<file path="src/rtl/ps2_drive_cmd_ctrl.sv">
// PS/2 scan-code decoder: turns make/break sequences for the drive keys into held flags
// and accel/steer commands, with newest-key-wins arbitration and a prefix timeout.
module ps2_drive_cmd_ctrl #(
  parameter int unsigned TIMEOUT_CYCLES = 1000000
) (
  input  logic       CLOCK_50,
  input  logic       resetn,
  input  logic [7:0] rx_data,
  input  logic       rx_valid,
  output logic [1:0] accel,
  output logic [1:0] steer,
  output logic [3:0] keys_held,
  output logic       err_pulse
);

  // state   | meaning
  // IDLE    | no prefix pending
  // BRK     | F0 seen, next byte is a non-extended break
  // EXT     | E0 seen, next byte is an extended make unless F0
  // EXT_BRK | E0 F0 seen, next byte is an extended break
  typedef enum logic [1:0] {IDLE, BRK, EXT, EXT_BRK} state_t;

  localparam int unsigned CNT_W = (TIMEOUT_CYCLES < 2) ? 1 : $clog2(TIMEOUT_CYCLES + 1);
  localparam logic [CNT_W-1:0] CNT_LAST = CNT_W'(TIMEOUT_CYCLES - 1);

  state_t           state_q, state_d;
  logic [CNT_W-1:0] cnt_q, cnt_d;
  logic [3:0]       held_q, held_d;
  logic             pri_fb_q, pri_fb_d;
  logic             pri_lr_q, pri_lr_d;
  logic             err_q, err_d;

  logic [3:0] make_vec, brk_vec, std_key, ext_key, new_set;
  logic       timeout_hit;

  // Flag vector order is {fwd, back, left, right}
  always_comb begin
    std_key = 4'b0000;
    case (rx_data)
      8'h73: std_key = 4'b1000;
      8'h72: std_key = 4'b0100;
      8'h6B: std_key = 4'b0010;
      8'h74: std_key = 4'b0001;
      default: std_key = 4'b0000;
    endcase
  end

  always_comb begin
    ext_key = 4'b0000;
    case (rx_data)
      8'h75: ext_key = 4'b1000;
      8'h72: ext_key = 4'b0100;
      8'h6B: ext_key = 4'b0010;
      8'h74: ext_key = 4'b0001;
      default: ext_key = 4'b0000;
    endcase
  end

  assign timeout_hit = (state_q != IDLE) && !rx_valid && (cnt_q == CNT_LAST);

  always_ff @(posedge CLOCK_50 or negedge resetn) begin
    if (!resetn) state_q <= IDLE;
    else         state_q <= state_d;
  end

  always_comb begin
    state_d = state_q;
    if (rx_valid) begin
      case (state_q)
        IDLE: begin
          if (rx_data == 8'hF0)      state_d = BRK;
          else if (rx_data == 8'hE0) state_d = EXT;
          else                       state_d = IDLE;
        end
        EXT:     state_d = (rx_data == 8'hF0) ? EXT_BRK : IDLE;
        default: state_d = IDLE;
      endcase
    end else if (timeout_hit) begin
      state_d = IDLE;
    end
  end

  always_comb begin
    make_vec = 4'b0000;
    brk_vec  = 4'b0000;
    err_d    = timeout_hit;
    if (rx_valid) begin
      case (state_q)
        IDLE:    if (rx_data != 8'hF0 && rx_data != 8'hE0) make_vec = std_key;
        BRK:     brk_vec = std_key;
        EXT:     if (rx_data != 8'hF0) make_vec = ext_key;
        EXT_BRK: brk_vec = ext_key;
        default: ;
      endcase
    end
  end

  // Repeats of an already-held key produce no new_set bit, so priority stays put
  assign new_set = make_vec & ~held_q;
  assign held_d  = (held_q | make_vec) & ~brk_vec;

  always_comb begin
    pri_fb_d = pri_fb_q;
    pri_lr_d = pri_lr_q;
    if (new_set[3])      pri_fb_d = 1'b1;
    else if (new_set[2]) pri_fb_d = 1'b0;
    if (new_set[1])      pri_lr_d = 1'b1;
    else if (new_set[0]) pri_lr_d = 1'b0;
  end

  always_comb begin
    cnt_d = cnt_q;
    if (rx_valid || state_q == IDLE) cnt_d = '0;
    else if (cnt_q != '1)            cnt_d = cnt_q + 1'b1;
  end

  always_ff @(posedge CLOCK_50 or negedge resetn) begin
    if (!resetn) begin
      cnt_q    <= '0;
      held_q   <= 4'b0000;
      pri_fb_q <= 1'b0;
      pri_lr_q <= 1'b0;
      err_q    <= 1'b0;
    end else begin
      cnt_q    <= cnt_d;
      held_q   <= held_d;
      pri_fb_q <= pri_fb_d;
      pri_lr_q <= pri_lr_d;
      err_q    <= err_d;
    end
  end

  assign keys_held = held_q;
  assign err_pulse = err_q;
  assign accel = (held_q[3] && held_q[2]) ? (pri_fb_q ? 2'b10 : 2'b01) : held_q[3:2];
  assign steer = (held_q[1] && held_q[0]) ? (pri_lr_q ? 2'b10 : 2'b01) : held_q[1:0];

endmodule

</file>
<file path="config.mk">
export PLATFORM = sky130hd
export DESIGN_NAME = ps2_drive_cmd_ctrl
export DESIGN_NICKNAME = d
export VERILOG_FILES = /design/src/rtl/ps2_drive_cmd_ctrl.sv
export SDC_FILE = /design/constraint.sdc
export NUM_CORES = 1
export LEC_CHECK = 0
export BUFFER_PORTS_ARGS = -buffer_cell sky130_fd_sc_hd__buf_4
export CELL_PAD_IN_SITES_DETAIL_PLACEMENT = 1
export CELL_PAD_IN_SITES_GLOBAL_PLACEMENT = 2
export CORE_UTILIZATION = 36
export DETAILED_ROUTE_END_ITERATION = 16
export PLACE_DENSITY_LB_ADDON = 0.1
export SETUP_SLACK_MARGIN = 0.02
export SLEW_MARGIN = 20
export SYNTH_ARGS = -nofsm -noshare
export SYNTH_HDL_FRONTEND = slang
export SYNTH_SLANG_ARGS = --single-unit
</file>
<file path="constraint.sdc">
create_clock -name CLOCK_50 -period 1.8 [get_ports CLOCK_50]
set_input_delay 0.27 -clock CLOCK_50 [delete_from_list [all_inputs] [get_ports CLOCK_50]]
set_output_delay 0.27 -clock CLOCK_50 [all_outputs]
set_load 0.05 [all_outputs]
</file>
==> metrics <==
status=finished, final reports clean; Worst setup SP type=register; gpl congestion=0.850; Data arrival, critical path=1.84 ns; largest net degree at the start of global routing=30; # IOs=20; Post-synth top flop=dfrtp_1; Synth async-reset ratio=100%; Die Wd=70.8 um; Starting Density=38.4%; IO buf count=19; VDD IR max=0.375 mV; main combinational cell family by area after synthesis=simple AND/OR/NAND/NOR gates; Synth Area in Compound Gates=19.2%; Adder-Cell Fraction of Synth Area=0.734%; post-synthesis xor/xnor area fraction=1.03%; Reg clk slew, reported paths=0.06 ns; period utilization=93.3%; Num CTS Buffers=5; Synth Instances=183; TritonCTS clock tree=built; RSZ-0062 raised after global routing=true; Crit Path Class=register to register; via count=1,670; Peak Freq=595 MHz; Antenna Violating Nets Remaining=0; hold_sp=rx_valid; EDFF count, synth=0; Setup violations, final=0; # nets final=229; synth-to-layout area growth=25.6%; Hold Path Class=primary input to register; Initial DRC Count=78; worst flop-to-flop path endpoint=cnt_q[4]$_DFFE_PN0P_; H-tree level count=2; Synth Area in Simple Gates=32.0%; vias in the first global route=1,785; Worst Hold Depth=2; clock sink count=29; worst reg2reg startpoint=cnt_q[4]$_DFFE_PN0P_; Vias/cell=6.19; Least-Margin Pin Slew=0.458 ns; Synth Cell Area=1710 um2; clk_lat worst skew=0.28 ns; hold path endpoint=keys_held[0]$_DFF_PN0_; GRT Total Usage=21.8%; DP Area=1980 um2; # rows=24; LEAKAGE=0.846 nW; post-synthesis mux area share=1.76%; fin crit period=1.68 ns; post-route cell area=2140 um2; dpl hpwl=3760 um; antenna diode count=0; Slew HR=69.1%; full die area=5020 um2; share of layout cells above drive strength 1=24.8%; drt first pass iters=6; initial antenna violation count=0; Max Buffers Root-to-Sink=2; first-pass GRT wire length=8650 um; final setup skew=0.0111 ns; Final Hold Vio Count=0; Yosys cell types=50; post-synthesis sequential area ratio=42.6%; root buffer cell=clkbuf_8; max-slew violations=0; drt total wl=4900 um; Max-Cap Viols=0; R2R Setup Slk=0.12 ns; GR Overflow Total=0; Critical Path RT=1.96 ns; DRC=0; Die H=70.8 um; Final Power=0.00148 W; yosys warns=0; syn_area_per_cell=9.32 um2; Crit. End Element=register; cell area power density=692 nW/um2; R2R depth=4; Post-Syn Nets=195; Max FO, Critical Path=7; core area=4440 um2; DR WL/cell=18.1 um; Yosys reg bits=29
[power by group]
| part | total (W) | switching [W] | internal, W |
|---|---|---|---|
| sequential | 0.000665 | 0.00000733 | 0.000658 |
| clock | 0.000704 | 0.000253 | 0.000451 |
| combinational | 0.000114 | 0.0000720 | 0.0000415 |
[flip-flops by register name, indices dropped and copies added, names as in the netlist]
register / count
state_q: 2
err_pulse: 1
cnt_q: 20
keys_held: 4
pri_fb_q: 1
pri_lr_q: 1
[per-layer routing]
metal	global-route usage, %	wire [um]	vias to the layer above
li1	-	-	788
met1	28.5	2300	843
met2	36.0	2360	28
met3	5.13	150	11
met4	6.44	94	0
met5	0	0	-
[critical path: stages, from the launching register on]
cell	delay, ns
dfrtp_1	0.45
nand4_1	0.32
o41ai_2	0.55
xor2_1	0.19
nor2_1	0.05
[kinds of logic (layout without fill, tap and decap cells)]
kind of cell,count (synthesis),count (layout)
simple gates,87,87
xor+xnor,2,2
flops,29,29
buf+inv,12,47
fa+ha+maj,1,1
mux,3,3
compound gates,49,49
[area by class of cell]
type,instances,area (um2)
clock buffer,7,86.3
clock inverter,1,30.0
fill,523,2300
inverter,9,33.8
multi-input combinational,142,971
sequential,29,728
tap,52,65.1
timing repair buffer,30,228
[cells in the final DEF, fill, tap and decap left out, types with 3 or more instances in the layout]
cell type   n
buf_4      29
dfrtp_1    27
a21oi_1    13
nand3_1    12
nor2_1     10
inv_1       9
nand2_1     9
nand4_1     8
nor3_1      7
o21ai_0     6
clkbuf_8    6
a41oi_1     4
a31oi_1     4
o31ai_1     4
or3_1       4
nand3b_1    3
mux2i_1     3
and4_1      3
a211oi_1    3
and3_1      3
[through the flow]
stage / worst slack, ns / util [%] / std cells / hold slack, ns / TNS, ns
floorplan: 0.00528 / - / 183 / -0.0256 / 0
global placement: 0.111 / 44.6 / 261 / 0.220 / 0
detailed placement: 0.0584 / 44.6 / 261 / 0.227 / 0
CTS: 0.0475 / 47.5 / 270 / 0.240 / 0
global route: -0.0356 / 48.2 / 270 / 0.247 / -0.0574
finish: 0.121 / 48.2 / 270 / 0.246 / 0
[repair_timing]
action	in CTS	in global routing
endpoints found under the hold margin	29	0
resized for setup	0	9
endpoints found under the setup margin	0	14
setup buffers	0	0
hold buffers	1	0
[worst max-delay path by stage]
stage | cells after the start | endpoint | startpoint | slack, ns
after floorplan | 1 | accel[0] | keys_held[2]$_DFF_PN0_ | 0.005
after global placement | 4 | state_q[1]$_DFFE_PN0P_ | cnt_q[13]$_DFFE_PN0P_ | 0.11
after detailed placement | 5 | cnt_q[18]$_DFFE_PN0P_ | cnt_q[0]$_DFFE_PN0P_ | 0.06
after CTS | 6 | cnt_q[7]$_DFFE_PN0P_ | cnt_q[0]$_DFFE_PN0P_ | 0.05
after global routing | 4 | cnt_q[6]$_DFFE_PN0P_ | cnt_q[6]$_DFFE_PN0P_ | -0.04
final | 4 | cnt_q[4]$_DFFE_PN0P_ | cnt_q[4]$_DFFE_PN0P_ | 0.12
[Yosys cell counts, drive strengths merged (3+ instances only)]
library cell   n  share of area (%)
or3            4                1.5
nand3         15                5.1
mux2i          3                1.8
a211oi         3                1.3
and3           4                1.5
dfrtp         29                 43
nor2          10                2.2
a41oi          4                2.1
nand4          8                2.9
o31ai          4                1.8
and4           6                3.4
a21boi         3                1.3
nor3          10                3.2
nand3b         3                1.3
o21ai          8                2.3
inv            9                2.0
a31oi          4                1.5
a21oi         15                4.4
nand2          9                2.0
Note: power is estimated with default switching activity, not from simulation.
